File: src/rtl/cam_pipe_pkg.sv
// Shared CCD pipeline definitions: write-side state encoding and line geometry
// agreed between the line-buffer write controller and the read-enable generator.
package cam_pipe_pkg;

  localparam int COLS_DEF = 1280;
  localparam int ROWS_DEF = 1024;
  localparam int DW_DEF   = 10;
  localparam int AW_DEF   = 11;

  typedef enum logic [1:0] {
    IDLE = 2'd0,
    WR_A = 2'd1,
    WR_B = 2'd2,
    DONE = 2'd3
  } wr_state_e;

  function automatic int clog2(input int value);
    int r;
    r = 0;
    while ((64'd1 << r) < 64'(value)) r++;
    return r;
  endfunction

endpackage

File: src/rtl/line_buf_wr_ctrl_if.sv
// CCD pixel stream in, line-RAM write port out.
// master = camera/test side, slave = write controller.
interface line_buf_wr_ctrl_if
  import cam_pipe_pkg::*;
#(
  parameter int DW = DW_DEF,
  parameter int AW = AW_DEF
);
  logic          iFVAL;
  logic          iDVAL;
  logic [DW-1:0] iDATA;
  logic          rama_wren;
  logic          ramb_wren;
  logic [AW-1:0] wr_addr;
  logic [DW-1:0] wr_data;
  logic          row_done;
  logic          frame_done;
  logic          line_err;

  modport master (
    output iFVAL, iDVAL, iDATA,
    input  rama_wren, ramb_wren, wr_addr, wr_data, row_done, frame_done, line_err
  );

  modport slave (
    input  iFVAL, iDVAL, iDATA,
    output rama_wren, ramb_wren, wr_addr, wr_data, row_done, frame_done, line_err
  );
endinterface

File: src/rtl/edge_det_rise.sv
// Rising-edge detector against a registered copy of the input.
// RST_VAL=1 makes a level already high at reset release not count as an edge.
module edge_det_rise #(
  parameter logic RST_VAL = 1'b0
) (
  input  logic clk,
  input  logic aclr,
  input  logic din,
  output logic rise
);
  logic din_q;

  always_ff @(posedge clk or negedge aclr) begin
    if (!aclr) din_q <= RST_VAL;
    else       din_q <= din;
  end

  assign rise = din & ~din_q;
endmodule

File: src/rtl/line_buf_wr_ctrl.sv
// Ping-pongs complete CCD rows into line RAM A / line RAM B; ramb_wren also
// serves as the start trigger for the downstream read-enable generator.
//
// state | meaning
// IDLE  | waiting for a fresh iFVAL rising edge
// WR_A  | current row is written to line RAM A
// WR_B  | current row is written to line RAM B
// DONE  | frame complete, waiting for iFVAL low
module line_buf_wr_ctrl
  import cam_pipe_pkg::*;
#(
  parameter int COLS = COLS_DEF,
  parameter int ROWS = ROWS_DEF,
  parameter int DW   = DW_DEF,
  parameter int AW   = AW_DEF
) (
  input  logic                 clk,
  input  logic                 aclr,
  line_buf_wr_ctrl_if.slave    bus
);
  localparam int            RW       = (clog2(ROWS) < 1) ? 1 : clog2(ROWS);
  localparam logic [AW-1:0] LAST_PIX = AW'(COLS - 1);
  localparam logic [RW-1:0] LAST_ROW = RW'(ROWS - 1);

  wr_state_e     state_q, state_d;
  logic [AW-1:0] pix_cnt_q, pix_cnt_d;
  logic [RW-1:0] row_cnt_q, row_cnt_d;
  logic          hold_q, hold_d;
  logic          line_err_q, line_err_d;
  logic          rama_wren_q, rama_wren_d;
  logic          ramb_wren_q, ramb_wren_d;
  logic [AW-1:0] wr_addr_q, wr_addr_d;
  logic [DW-1:0] wr_data_q, wr_data_d;
  logic          row_done_q, row_done_d;
  logic          frame_done_q, frame_done_d;
  logic          fval_rise;
  logic          accept;

  // Armed high at reset so a frame already in progress cannot be picked up mid-way.
  edge_det_rise #(.RST_VAL(1'b1)) u_fval_rise (
    .clk  (clk),
    .aclr (aclr),
    .din  (bus.iFVAL),
    .rise (fval_rise)
  );

  assign accept = bus.iDVAL && !hold_q && (int'(pix_cnt_q) < COLS);

  always_comb begin
    state_d      = state_q;
    pix_cnt_d    = pix_cnt_q;
    row_cnt_d    = row_cnt_q;
    hold_d       = hold_q;
    line_err_d   = line_err_q;
    rama_wren_d  = 1'b0;
    ramb_wren_d  = 1'b0;
    wr_addr_d    = wr_addr_q;
    wr_data_d    = wr_data_q;
    row_done_d   = 1'b0;
    frame_done_d = 1'b0;

    unique case (state_q)
      IDLE: begin
        if (fval_rise) begin
          line_err_d = 1'b0;
          row_cnt_d  = '0;
          pix_cnt_d  = '0;
          hold_d     = 1'b0;
          state_d    = WR_A;
        end
      end
      WR_A, WR_B: begin
        if (!bus.iFVAL) begin
          line_err_d = 1'b1;
          pix_cnt_d  = '0;
          hold_d     = 1'b0;
          state_d    = IDLE;
        end else if (bus.iDVAL) begin
          if (accept) begin
            rama_wren_d = (state_q == WR_A);
            ramb_wren_d = (state_q == WR_B);
            wr_addr_d   = pix_cnt_d;
            wr_data_d   = bus.iDATA;
            if (pix_cnt_q == LAST_PIX) begin
              row_done_d = 1'b1;
              pix_cnt_d  = '0;
              row_cnt_d  = row_cnt_q + RW'(1);
              // hold blocks the tail of a long row until iDVAL drops
              hold_d     = 1'b1;
              if (row_cnt_q == LAST_ROW) begin
                frame_done_d = 1'b1;
                state_d      = DONE;
              end else begin
                state_d = (state_q == WR_A) ? WR_B : WR_A;
              end
            end else begin
              pix_cnt_d = pix_cnt_q + AW'(1);
            end
          end else begin
            line_err_d = 1'b1;
          end
        end else begin
          hold_d = 1'b0;
          if (pix_cnt_q != '0) begin
            line_err_d = 1'b1;
            pix_cnt_d  = '0;
          end
        end
      end
      DONE: begin
        if (!bus.iFVAL) state_d = IDLE;
      end
      default: state_d = IDLE;
    endcase
  end

  always_ff @(posedge clk or negedge aclr) begin
    if (!aclr) begin
      state_q      <= IDLE;
      pix_cnt_q    <= '0;
      row_cnt_q    <= '0;
      hold_q       <= 1'b0;
      line_err_q   <= 1'b0;
      rama_wren_q  <= 1'b0;
      ramb_wren_q  <= 1'b0;
      wr_addr_q    <= '0;
      wr_data_q    <= '0;
      row_done_q   <= 1'b0;
      frame_done_q <= 1'b0;
    end else begin
      state_q      <= state_d;
      pix_cnt_q    <= pix_cnt_d;
      row_cnt_q    <= row_cnt_d;
      hold_q       <= hold_d;
      line_err_q   <= line_err_d;
      rama_wren_q  <= rama_wren_d;
      ramb_wren_q  <= ramb_wren_d;
      wr_addr_q    <= wr_addr_d;
      wr_data_q    <= wr_data_d;
      row_done_q   <= row_done_d;
      frame_done_q <= frame_done_d;
    end
  end

  assign bus.rama_wren  = rama_wren_q;
  assign bus.ramb_wren  = ramb_wren_q;
  assign bus.wr_addr    = wr_addr_q;
  assign bus.wr_data    = wr_data_q;
  assign bus.row_done   = row_done_q;
  assign bus.frame_done = frame_done_q;
  assign bus.line_err   = line_err_q;
endmodule
File: src/flat_wrapper.sv
// flat-port wrapper written by rule: the top's interface ports become plain ports
module line_buf_wr_ctrl_flat import cam_pipe_pkg::*;
#(
  parameter int COLS = COLS_DEF,
  parameter int ROWS = ROWS_DEF,
  parameter int DW   = DW_DEF,
  parameter int AW   = AW_DEF
)
  (clk, aclr, bus_iFVAL, bus_iDVAL, bus_iDATA, bus_rama_wren, bus_ramb_wren, bus_wr_addr, bus_wr_data, bus_row_done, bus_frame_done, bus_line_err);
  line_buf_wr_ctrl_if #(.DW(DW), .AW(AW)) bus_i ();
  input  logic clk;
  input  logic aclr;
  input wire logic [$bits(bus_i.iFVAL)-1:0] bus_iFVAL;
  input wire logic [$bits(bus_i.iDVAL)-1:0] bus_iDVAL;
  input wire logic [$bits(bus_i.iDATA)-1:0] bus_iDATA;
  output wire logic [$bits(bus_i.rama_wren)-1:0] bus_rama_wren;
  output wire logic [$bits(bus_i.ramb_wren)-1:0] bus_ramb_wren;
  output wire logic [$bits(bus_i.wr_addr)-1:0] bus_wr_addr;
  output wire logic [$bits(bus_i.wr_data)-1:0] bus_wr_data;
  output wire logic [$bits(bus_i.row_done)-1:0] bus_row_done;
  output wire logic [$bits(bus_i.frame_done)-1:0] bus_frame_done;
  output wire logic [$bits(bus_i.line_err)-1:0] bus_line_err;
  assign bus_i.iFVAL = bus_iFVAL;
  assign bus_i.iDVAL = bus_iDVAL;
  assign bus_i.iDATA = bus_iDATA;
  assign bus_rama_wren = bus_i.rama_wren;
  assign bus_ramb_wren = bus_i.ramb_wren;
  assign bus_wr_addr = bus_i.wr_addr;
  assign bus_wr_data = bus_i.wr_data;
  assign bus_row_done = bus_i.row_done;
  assign bus_frame_done = bus_i.frame_done;
  assign bus_line_err = bus_i.line_err;
  line_buf_wr_ctrl #(.COLS(COLS), .ROWS(ROWS), .DW(DW), .AW(AW)) u_core (.clk(clk), .aclr(aclr), .bus(bus_i));
endmodule
File: config.mk
export PLATFORM = sky130hd
export DESIGN_NAME = line_buf_wr_ctrl_flat
export DESIGN_NICKNAME = d
export VERILOG_FILES = /design/src/rtl/cam_pipe_pkg.sv /design/src/rtl/line_buf_wr_ctrl_if.sv /design/src/rtl/edge_det_rise.sv /design/src/rtl/line_buf_wr_ctrl.sv /design/src/flat_wrapper.sv
export SDC_FILE = /design/constraint.sdc
export NUM_CORES = 1
export LEC_CHECK = 0
export ABC_CLOCK_PERIOD_IN_PS = 3250
export BUFFER_PORTS_ARGS = -buffer_cell sky130_fd_sc_hd__buf_2
export CAP_MARGIN = 20
export CORE_ASPECT_RATIO = 0.6
export CORE_MARGIN = 1
export CORE_UTILIZATION = 45
export CTS_CLUSTER_SIZE = 14
export DETAILED_ROUTE_END_ITERATION = 7
export PLACE_DENSITY = 0.77
export REMOVE_ABC_BUFFERS = 1
export SLEW_MARGIN = 30
export SYNTH_ARGS = -nofsm -noshare
export SYNTH_HDL_FRONTEND = slang
export SYNTH_SLANG_ARGS = --single-unit
File: constraint.sdc
create_clock -name clk -period 3.25 [get_ports clk]
set_input_delay 0 -clock clk [delete_from_list [all_inputs] [get_ports clk]]
set_output_delay 0 -clock clk [all_outputs]
set_load 0.02 [all_outputs]
* Word-level counts from Yosys, hierarchy flattened
Cells that the tools add are included.
** Operators by class
- Eq/ne operators :: 18
- Order comparisons :: 1
- Mux-type cells :: 52
- Bitwise operators :: 2
- Reductions and logical operators :: 13
- Shift-type cells :: 0
- $add $sub $neg :: 2
- Divide/modulo/power cells :: 0
- Multiply operators :: 0
** Operators by type and width (number)
- $mux 11 :: 6
- $mux 10 :: 5
- $mux 1 :: 28
- $pmux 11 s2 :: 1
- $pmux 10 s2 :: 1
- $mux 2 :: 8
- $reduce_and 4->1 :: 4
- $ne 4x3->1 const B :: 3
- $add 11x1->11 const B :: 1
- $eq 11x11->1 const B :: 1
- $lt 11x11->1 const B :: 1
- $reduce_bool 11->1 :: 1
- $add 10x1->10 const B :: 1
- $eq 10x10->1 const B :: 1
- $ne 2x1->1 const B :: 3
- $ne 2x2->1 const B :: 3
- $ne 3x2->1 const B :: 2
- $pmux 2 s3 :: 1
- $reduce_and 6->1 :: 1
- $reduce_and 5->1 :: 1
- $eq 2x2->1 const B :: 2
- $ne 4x4->1 const B :: 1
- $pmux 1 s2 :: 2
- $ne 3x3->1 const B :: 1
- 8 further kinds :: 9
** Storage, ports and cells
- Memory bits (read-only) :: 0
- Memories :: 0
- Output and inout bits :: 26
- Bits in writable memories :: 0
- Register bits after elaboration :: 51
- Latch bits :: 0

* Logic depth before layout (Yosys ltp)
Gate-level depths: netlist of the first run.
- Depth in word-level cells :: 8
- Gate-level depth with buffers :: 8

* Hierarchy
From an unflattened synthesis of the first run, not the netlist that was laid out.
** Second synthesis, totals
- Cell total of the unflattened synthesis :: 273
- Area total of the unflattened synthesis :: 2512.4 µm²
** Modules (own cells, without submodules)
- line_buf_wr_ctrl :: cells each 271, seq. area each 1251.2 µm², instances 1, area an instance 2472.4 µm²
- edge_det_rise :: cells each 2, seq. area each 26.3 µm², instances 1, area an instance 40.0 µm²

* Worst setup path before layout of the first run
OpenSTA, ideal clock, no wires.
- Kind :: register to register
- From :: register u_core.pix_cnt_q[9]
- To :: register u_core.row_cnt_q[9]
- Period minus slack after synthesis :: 1.924 ns
- Cell stages (with the launch flop) :: 6
- Slack :: 1.326 ns
- Data required time :: 3.124 ns
- Arrival time :: 1.797 ns
- Setup time :: 0.126 ns
- Cell sequence :: dfrtp_1 > or3b_4 > or4_4 > nor3_1 > xnor2_1 > o21ai_2
** On the way
- Word-level cells in the longest chain between the ends :: 4
- Elaborated cells on any way between the ends :: 6
- Those cells by class :: 1 x order compare; 3 x eq/ne; 2 x reduce/logical
** RTL lines
- start: declaration :: RTL line line_buf_wr_ctrl.sv:26 : logic [AW-1:0] pix_cnt_q, pix_cnt_d;
- start signal: assignment :: RTL line line_buf_wr_ctrl.sv:132 : pix_cnt_q <= pix_cnt_d;
- $lt 11x11->1 :: RTL line line_buf_wr_ctrl.sv:47 : assign accept = bus.iDVAL && !hold_q && (int'(pix_cnt_q) < COLS);
- $logic_and 1x1->1 :: RTL line line_buf_wr_ctrl.sv:47
- $ne 2x1->1 (no line)
- $reduce_and 6->1 (no line) (*)
- end signal: assignment :: RTL line line_buf_wr_ctrl.sv:133 : row_cnt_q <= row_cnt_d;
- end: declaration :: RTL line line_buf_wr_ctrl.sv:27 : logic [RW-1:0] row_cnt_q, row_cnt_d;
Mark *: on every way between the ends. The rest lies on a longest branch, timed or not.
A chain may end at the register's enable or synchronous reset.

* Final worst setup path of the first run
- From :: register u_core.state_q[0]
- To :: register u_core.pix_cnt_q[4]
** On the way
- Word-level cells in the longest chain between the ends :: 4
- Elaborated cells on any way between the ends :: 10
- Those cells by class :: 5 x eq/ne; 1 x mux; 4 x reduce/logical
** RTL lines
- start: declaration :: RTL line line_buf_wr_ctrl.sv:25 : wr_state_e state_q, state_d;
- start signal: assignment :: RTL line line_buf_wr_ctrl.sv:131 : state_q <= state_d;
- $eq 2x2->1 or $eq 2x1->1 (tied branches) :: RTL line line_buf_wr_ctrl.sv:62 : unique case (state_q)
- $reduce_or 2->1 :: RTL line line_buf_wr_ctrl.sv:62
- $ne 4x3->1 (no line) or $reduce_bool 2->1 (tied branches)
- $reduce_and 4->1 (no line)
Parallel ways exist; a longest one is shown, timed or not.

==> results.toml, run 1 <==
[grt]
antenna_found_initial = 0
grt_use_total_pct = 20.30
met2_usage_pct = 28.87
grt_pass1_vias = 1818
grt_use_met3_pct = 6.199
grt_max_degree = 29
use_met1_pct = 30.46
grt_first_pass_wirelength_um = 9128
grt_overflow = 0
busiest_layer = "met1"

[clocking]
clockBufferDepth = 2
htree_num_levels = 2
clkTransAtPathRegs_ns = 0.09
cts_tree = "done"
clock-root-buffer = "clkbuf_8"
cts_resized = 0
insertion_delay_ns = 0.29
cts_num_sinks = 51
cts_made_buffers = 5

[detailed_routing]
drc = 0
drt-pass1-iter-count = 6
ant_nets = 0
drt-initial-drc-count = 208
wl_per_cell_um = 15.08
routed_wl_um = 5369
vias = 1967
via_per_inst = 5.525

[timing]
holdWs_ns = 0.1813
maxSlewViolCount = 0
worstMarginPinSlew_ns = 0.5462
fin_skew_ns = 0.003158
layout_min_cycle_time_ns = 2.368
final.setup.tns_ns = 0
grt_setup_unrepaired = "false"
finalSetupViolations = 0
max-slew-margin-rel_pct = 63.59
clock.fmax_ghz = 0.4223
final-hold-violation-count = 0
fin_crit_sh_pct = 72.86

[setup_path]
cp-end-kind = "register"
cp_data_required_time_ns = 3.47
crit_path_start_kind = "register"
cp_max_fo = 13
critPathKind = "reg -> reg"
arrival_ns = 2.59

[die]
die_w_um = 98.39
start_util_pct = 48.20
rows = 20
core-area_um2 = 5205
dieArea_um2 = 5887
fp.dieH_um = 59.84
pin_count = 40

[place]
post-dp-hpwl_um = 3775
port_buffers = 39
gp_congestion = 0.8695
dpl_cell_area_um2 = 2763

[min_path]
worstHoldPathType = "in -> reg"

[final_layout]
utilization_pct = 57.64
fillers = 430
drive_above_1_share_pct = 26.90
fin_area_um2 = 3000
areaGrowthSynthToFinish_pct = 19.60
nNetsFinal = 311
n_antenna_cell = 0

[power_and_ir_drop]
intPower_w = 0.001229
p_clk_share_pct = 23.1
netSwitchingPower_w = 0.0006936
pwr-share-comb_pct = 35.6
ir_drop_uv = 403.7
powerDensity_nw_per_um2 = 640.8
p_leak_nw = 1.360
power.total_w = 0.001923
switching_share_pct = 36.08
p_seq_share_pct = 41.3

[logic_synthesis]
yosysTopAreaCellShare_pct = 49.88
synth_area_leaders = "dfrtp_1, mux2_2, ha_1"
postSynth.asyncResetShare_pct = 100.0
synth_seq_cells = 51
yosysUniqueCellTypes = 41
yosys_warnings = 0
synth_area_um2 = 2509
synth-seq-area-share_pct = 50.92
yosysTopAreaCell = "dfrtp_1"
synth_edf_count = 0
synthCells = 235
avgSynthCellArea_um2 = 10.68
synthFlopType = "dfrtp_1"

[outcome]
outcome = "completed"

[run]
maxCapViolCount = 0
[kinds of logic after synthesis]
kind of cell | after synthesis | synth area share (%)
simple gates | 89 | 19.70
flops | 51 | 50.92
compound gates | 36 | 8.131
mux | 21 | 9.377
buf+inv | 17 | 3.342
xor+xnor | 13 | 4.539
fa+ha+maj | 8 | 3.990
[cell usage after synthesis, types with 2 or more instances]
cell type	instances
nor3_1	10
and4_1	4
or3_1	5
nand2_1	20
nand4_1	11
xor2_1	3
o21ai_2	2
xnor2_1	10
and2_1	3
nand3_1	7
mux2_2	20
nor4_1	4
ha_1	8
clkbuf_1	4
dfrtp_1	50
nand4b_1	2
a21oi_1	12
nor2b_1	3
nor2_1	10
inv_1	10
buf_6	2
o21ai_0	16
[final cells by class]
class                           count  area (um^2)  share of cell area (%)
Sequential cell                    51         1277                   42.58
Timing Repair Buffer               54        337.8                   11.26
Clock inverter                      2        35.03                   1.168
Multi-Input combinational cell    167         1147                   38.24
Tap cell                           66        82.58                   2.752
Clock buffer                        6        82.58                   2.752
Inverter                           10        37.54                   1.251
[timing repair]
action,CTS,global route
hold buffers,12,0
hold endpoints to repair,34,0
buffers inserted,0,0
setup endpoints to repair,0,0
[worst paths after layout]
kind	startpoint	endpoint	slack [ns]	cells past startpoint
worst max-delay path	u_core.state_q[0]$_DFFE_PN0P_	u_core.pix_cnt_q[4]$_DFFE_PN0P_	0.88	7
worst min-delay path	bus_iDVAL	u_core.hold_q$_DFFE_PN0P_	0.18	3
worst max register to register	u_core.state_q[0]$_DFFE_PN0P_	u_core.pix_cnt_q[4]$_DFFE_PN0P_	0.88	7
worst min register to register	u_core.bus.wr_addr[10]$_DFFE_PN0P_	u_core.bus.wr_addr[10]$_DFFE_PN0P_	0.49	2
max in group asynchronous	aclr	u_core.bus.wr_data[2]$_DFFE_PN0P_	2.26	3
min in group asynchronous	aclr	u_core.bus.wr_data[8]$_DFFE_PN0P_	0.23	2
[through the flow]
stage / worst slack, ns / std cells
floorplan: 1.045 / 228
global placement: 1.095 / 336
detailed placement: 0.9506 / 336
CTS: 0.9321 / 356
global route: 0.6991 / 356
finish: 0.8819 / 356
[cells in the final DEF (no fill, tap or decap), types with 2 or more instances in the layout]
master and n:
buf_4 3, nand4b_1 2, clkbuf_8 6, and4_1 4, nor3_1 10, and2_1 3
ha_1 8, or3_1 5, nor2_1 10, nand3_1 7, o21ai_2 2, nor2b_1 3
dfrtp_1 50, nor4_1 4, nand2_1 20, o21ai_0 16, xnor2_1 10, dlygate4sd3_1 12
inv_1 10, buf_2 39, xor2_1 3, nand4_1 11, a21oi_1 12, mux2_2 20
[state kept, by name, indices dropped and copies added (netlist names)]
signal,count
u_core.bus.line_err,1
u_core.bus.row_done,1
u_core.bus.rama_wren,1
u_core.state_q,2
u_core.bus.frame_done,1
u_core.row_cnt_q,10
u_core.pix_cnt_q,11
u_core.bus.wr_data,10
u_core.bus.wr_addr,11
u_core.hold_q,1
u_core.u_fval_rise.din_q,1
u_core.bus.ramb_wren,1
[power by group through the flow]
stage	logic [W]	registers, W	clock network [W]
CTS	0.000677	0.000792	0.000459
global route	0.000743	0.000808	0.000484
finish	0.000684	0.000794	0.000445
floorplan	0.000339	0.000905	0
global placement	0.000646	0.000797	0
detailed placement	0.000659	0.000805	0
[metal layers]
| layer | up-vias | wire [um] |
|---|---|---|
| met5 | - | 0 |
| met2 | 78 | 2222 |
| li1 | 941 | - |
| met1 | 944 | 2675 |
| met3 | 4 | 447 |
| met4 | 0 | 23 |
[worst max-delay path, stage by stage, from the launching register on]
cell and delay, ns:
dfrtp_1 0.42, inv_1 0.10, ha_1 0.38, nand2_1 0.17
nand4b_1 0.31, nand2_1 0.34, or3_1 0.43, a21oi_1 0.15
(Power assumes the default switching activity.)
==> run 2: changes to the inputs <==
--- a/config.mk
+++ b/config.mk
@@ -5,7 +5,7 @@
 export SDC_FILE = /design/constraint.sdc
 export NUM_CORES = 1
 export LEC_CHECK = 0
-export ABC_CLOCK_PERIOD_IN_PS = 3250
+export ABC_CLOCK_PERIOD_IN_PS = 2200
 export BUFFER_PORTS_ARGS = -buffer_cell sky130_fd_sc_hd__buf_2
 export CAP_MARGIN = 20
 export CORE_ASPECT_RATIO = 0.6
==> constraint.sdc (replaced) <==
create_clock -name clk -period 2.2 [get_ports clk]
set_input_delay 0 -clock clk [delete_from_list [all_inputs] [get_ports clk]]
set_output_delay 0 -clock clk [all_outputs]
set_load 0.02 [all_outputs]
==> run 2 against run 1 <==
  * Clock power increased by 27%
  * Hold slack got worse by 0.13 ns
  * Critical path depth increased by 2
  * Sequential power increased by 47%
  * Via count increased by 3.7%
  * Wire length is 4.5% higher
  * Total power rose by 50%
==> results.toml, run 2 (same netlist as run 1, synthesis figures left out) <==
[outcome]
outcome = "completed"

[timing]
clock.fmax_ghz = 0.4862
final-hold-violation-count = 0
maxSlewViolCount = 0
fin_crit_sh_pct = 93.49
layout_min_cycle_time_ns = 2.057
finalSetupViolations = 0
fin_skew_ns = 0.01131
worstMarginPinSlew_ns = 0.5374
grt_setup_unrepaired = "false"
max-slew-margin-rel_pct = 64.18

[setup_path]
slowest_stage = "dfrtp_1"
slowest_delay_ns = 0.39
worst-r2r-cell-count = 9
arrival_ns = 2.27
cp_num_buf_inv = 3
cp_data_required_time_ns = 2.42
crit_family = "simple AND/OR/NAND/NOR gates"
cp-end-kind = "register"
crit_path_start_kind = "register"
critPathKind = "reg -> reg"
r2r_setup_slack_ns = 0.14
crit_chain = "inv_1 -> ha_4 -> nand2_1 -> nand4b_1 -> buf_4 -> nand2_1 -> buf_4 -> nand2_1 -> o21ai_0"
cp_max_fo = 9
cpMostUsedCell = "nand2_1"
path_depth = 9

[final_layout]
drive_above_1_share_pct = 30.23
final_cell_mix = "dfrtp_1, buf_2, nand2_1, mux2_2, o21ai_0"
areaGrowthSynthToFinish_pct = 22.74
utilization_pct = 59.16
nNetsFinal = 322
final_common_cell = "dfrtp_1"
fillers = 430
fin_area_um2 = 3079
fin_cells = 367
n_antenna_cell = 0

[die]
rows = 20
fp.dieH_um = 59.84
pin_count = 40
core-area_um2 = 5205
start_util_pct = 48.20
dieArea_um2 = 5887
die_w_um = 98.39

[power_and_ir_drop]
pwr-share-comb_pct = 39.9
powerDensity_nw_per_um2 = 937.3
ir_drop_uv = 475.8
p_seq_share_pct = 40.4
netSwitchingPower_w = 0.001083
intPower_w = 0.001803
p_leak_nw = 1.406
p_clk_share_pct = 19.7
switching_share_pct = 37.53

[detailed_routing]
routed_wl_um = 5611
wl_per_cell_um = 15.29
drc = 0
vias = 2040
drt-initial-drc-count = 192
drt-pass1-iter-count = 7
via_per_inst = 5.559
ant_nets = 0

[place]
post-dp-hpwl_um = 3873
dp.cells = 342
gp_congestion = 0.9034
dpl_cell_area_um2 = 2808
port_buffers = 39

[clocking]
cts_num_sinks = 51
insertion_delay_ns = 0.31
cts_tree = "done"
clockBufferDepth = 2
clkTransAtPathRegs_ns = 0.10
clock-root-buffer = "clkbuf_8"
cts_made_buffers = 5
htree_num_levels = 2

[grt]
grt_overflow = 0
grt_max_degree = 43
grt_first_pass_wirelength_um = 9197
grt_use_total_pct = 20.56
antenna_found_initial = 0
grt_pass1_vias = 1880

[run]
maxCapViolCount = 0

[min_path]
worstHoldPathType = "in -> async"
==> run 2: path summary, 6_finish.rpt <==
check,to,start
setup / recovery,u_core.row_cnt_q[4]$_DFFE_PN0P_,u_core.state_q[1]$_DFFE_PN0P_
hold / removal,u_core.bus.wr_data[8]$_DFFE_PN0P_,aclr
setup reg to reg,u_core.row_cnt_q[4]$_DFFE_PN0P_,u_core.state_q[1]$_DFFE_PN0P_
hold reg to reg,u_core.bus.wr_addr[0]$_DFFE_PN0P_,u_core.bus.wr_addr[0]$_DFFE_PN0P_
max in group asynchronous,u_core.u_fval_rise.din_q$_DFF_PN1_,aclr
min in group clk,u_core.hold_q$_DFFE_PN0P_,bus_iDVAL
==> run 2: layout make-up <==
cell class	count	area, um^2	area share (%)
Clock buffer	7	86.33	2.804
Clock inverter	1	8.758	0.2844
Inverter	10	37.54	1.219
Multi-Input combinational cell	167	1166	37.87
Sequential cell	51	1277	41.49
Tap cell	66	82.58	2.682
Timing Repair Buffer	65	420.4	13.65
==> run 2: through the flow <==
step / setup WS (ns) / total power, W / TNS, ns / hold slack (ns)
after CTS: 0.04864 / 0.002790 / 0 / 0.06648
after floorplan: -0.004882 / 0.001837 / -0.08788 / -0.2956
after global routing: 0.02332 / 0.003047 / 0 / 0.09651
after global placement: 0.1989 / 0.002183 / 0 / -0.1413
final: 0.1431 / 0.002886 / 0 / 0.05480
after detailed placement: 0.06598 / 0.002212 / 0 / -0.1389
==> run 2: what timing repair did <==
item / 4_1_cts / 5_1_grt
endpoints found under the setup margin: 0 / 10
resized for setup: 0 / 3
setup buffers: 0 / 5
hold endpoints to repair: 61 / 0
hold buffers: 12 / 0
==> run 2: layer usage <==
metal / wire [um] / vias to the layer above / GRT usage, % / part of all wire (%)
li1: - / 960 / - / -
met1: 2718 / 978 / 29.18 / 48
met2: 2317 / 93 / 30.78 / 41
met3: 493 / 9 / 5.965 / 8.8
met4: 81 / 0 / 5.970 / 1.4
met5: 0 / - / 0 / 0
==> run 2: power groups by stage <==
stage | combinational [W] | sequential [W] | clock (W)
floorplan | 0.000501 | 0.00134 | 0
global placement | 0.00101 | 0.00118 | 0
detailed placement | 0.00102 | 0.00119 | 0
CTS | 0.00104 | 0.00117 | 0.000575
global route | 0.00125 | 0.00118 | 0.000612
finish | 0.00115 | 0.00117 | 0.000567
==> run 2: worst register-to-register path: cells and delay by family (launching register included) <==
family	cells	cell delay [ns]
fa+ha+maj	1	0.30
compound gates	1	0.07
buf+inv	3	0.53
flops	1	0.39
simple gates	4	0.68
==> run 3: changes to the inputs <==
--- a/config.mk
+++ b/config.mk
@@ -13,7 +13,7 @@
 export CORE_UTILIZATION = 45
 export CTS_CLUSTER_SIZE = 14
 export DETAILED_ROUTE_END_ITERATION = 7
-export PLACE_DENSITY = 0.77
+export PLACE_DENSITY_LB_ADDON = 0.3
 export REMOVE_ABC_BUFFERS = 1
 export SLEW_MARGIN = 30
 export SYNTH_ARGS = -nofsm -noshare
==> run 3 against run 2 <==
  * Sequential power hardly changed
  * Critical path depth is 4 lower
  * Non-clock buffer count is 2 lower
  * Clock skew hardly changed
==> results.toml, run 3 (same netlist as run 1, synthesis figures left out) <==
[outcome]
outcome = "completed"

[final_layout]
nNetsFinal = 320
n_antenna_cell = 0
utilization_pct = 59.11
drive_above_1_share_pct = 30.43
fin_area_um2 = 3077
areaGrowthSynthToFinish_pct = 22.64
final_cell_mix = "dfrtp_1, buf_2, mux2_2"
final_common_cell = "dfrtp_1"

[place]
gp_congestion = 0.8308
post-place-ws_ns = 0.09921
dpl_cell_area_um2 = 2815
post-dp-hpwl_um = 3694
port_buffers = 39

[die]
die_w_um = 98.39
rows = 20
fp.dieH_um = 59.84
core-area_um2 = 5205
dieArea_um2 = 5887
start_util_pct = 48.20
pin_count = 40

[power_and_ir_drop]
switching_share_pct = 36.77
p_leak_nw = 1.399
p_clk_share_pct = 20.6
p_seq_share_pct = 40.7
pwr-share-comb_pct = 38.7
netSwitchingPower_w = 0.001061
powerDensity_nw_per_um2 = 937.9
intPower_w = 0.001825
ir_drop_uv = 521.9

[setup_path]
arrival_ns = 2.25
crit_path_start_kind = "register"
cp_max_fo = 6
crit_start = "u_core.pix_cnt_q[9]$_DFFE_PN0P_"
cp_data_required_time_ns = 2.39
critPathKind = "reg -> reg"
cp-end-kind = "register"
r2r_setup_slack_ns = 0.14
r2r_end = "u_core.row_cnt_q[9]$_DFFE_PN0P_"
r2r_start = "u_core.pix_cnt_q[9]$_DFFE_PN0P_"
endpoint = "u_core.row_cnt_q[9]$_DFFE_PN0P_"
worst-r2r-cell-count = 5

[detailed_routing]
wl_per_cell_um = 14.73
vias = 1984
via_per_inst = 5.436
drc = 0
ant_nets = 0
routed_wl_um = 5377
drt-pass1-iter-count = 6
drt-initial-drc-count = 193

[timing]
final-hold-violation-count = 0
max-slew-margin-rel_pct = 57.19
setup_slack_ns = 0.1391
final.setup.tns_ns = 0
finalSetupViolations = 0
worstMarginPinSlew_ns = 0.6422
grt_setup_unrepaired = "false"
layout_min_cycle_time_ns = 2.061
fin_skew_ns = 0.01093
fin_crit_sh_pct = 93.68
maxSlewViolCount = 0
clock.fmax_ghz = 0.4852

[grt]
grt_pass1_vias = 1828
antenna_found_initial = 0
grt_first_pass_wirelength_um = 9170
grt_overflow = 0
grt_use_total_pct = 20.40
grt_max_degree = 52

[clocking]
insertion_delay_ns = 0.31
cts_made_buffers = 5
clkTransAtPathRegs_ns = 0.10
cts_tree = "done"
htree_num_levels = 2
cts_num_sinks = 51
clock-root-buffer = "clkbuf_8"
clockBufferDepth = 2

[run]
maxCapViolCount = 0

[min_path]
hp-start = "bus_iDVAL"
worstHoldPathType = "in -> reg"
hold_depth = 4
-- run 3: changes by cell type in the layout (fill, tap and decap cells not counted), sizes merged --
cell      previous run  this run
clkinvlp             0         1
clkinv               1         0
buf                 53        51
-- run 3: worst max-delay path: stages, from the launching register on --
cell	delay, ns
dfrtp_1	0.46
or3b_4	0.46
or4_4	0.57
nor3_1	0.24
xnor2_1	0.17
o21ai_2	0.06
-- run 3: area by class of cell --
| type | count | area, um^2 |
|---|---|---|
| fill | 450 | 2128 |
| sequential | 51 | 1277 |
| multi-input combinational | 167 | 1170 |
| timing repair buffer | 63 | 405.4 |
| clock buffer | 7 | 96.34 |
| tap | 66 | 82.58 |
| inverter | 10 | 37.54 |
| clock inverter | 1 | 7.507 |
-- run 3: repair_timing --
action	CTS	global route
resized for setup	0	4
endpoints found under the hold margin	61	0
hold buffers	12	0
setup endpoints to repair	0	13
setup buffers	0	2
-- run 3: worst min-delay path by stage --
stage                                              endpoint  slack [ns]
final                             u_core.hold_q$_DFFE_PN0P_        0.16
after global routing              u_core.hold_q$_DFFE_PN0P_        0.18
after CTS                         u_core.hold_q$_DFFE_PN0P_        0.15
after detailed placement  u_core.bus.wr_data[1]$_DFFE_PN0P_        0.15
after global placement    u_core.bus.wr_data[1]$_DFFE_PN0P_        0.15
after floorplan             u_core.bus.frame_done$_DFF_PN0_       -0.30
-- run 3: metrics by stage --
stage	cells	hold slack, ns	power [W]
floorplan	228	-0.2956	0.001837
global placement	343	0.1467	0.002196
detailed placement	343	0.1459	0.002226
CTS	363	0.1518	0.002836
global route	365	0.1761	0.003077
finish	365	0.1561	0.002886
-- run 3: layer usage --
layer	vias to the layer above	GRT usage [%]	wire length (um)
met1	958	30.66	2703
met3	5	4.211	393
li1	958	-	-
met2	63	30.38	2255
met4	0	4.691	25
met5	-	0	0
-- run 3: power by group through the flow --
stage,clock [W],sequential [W],combinational [W]
after floorplan,0,0.00134,0.000501
after global placement,0,0.00118,0.00102
after detailed placement,0,0.00119,0.00104
after CTS,0.000606,0.00117,0.00106
after global routing,0.000647,0.00120,0.00123
final,0.000594,0.00117,0.00112
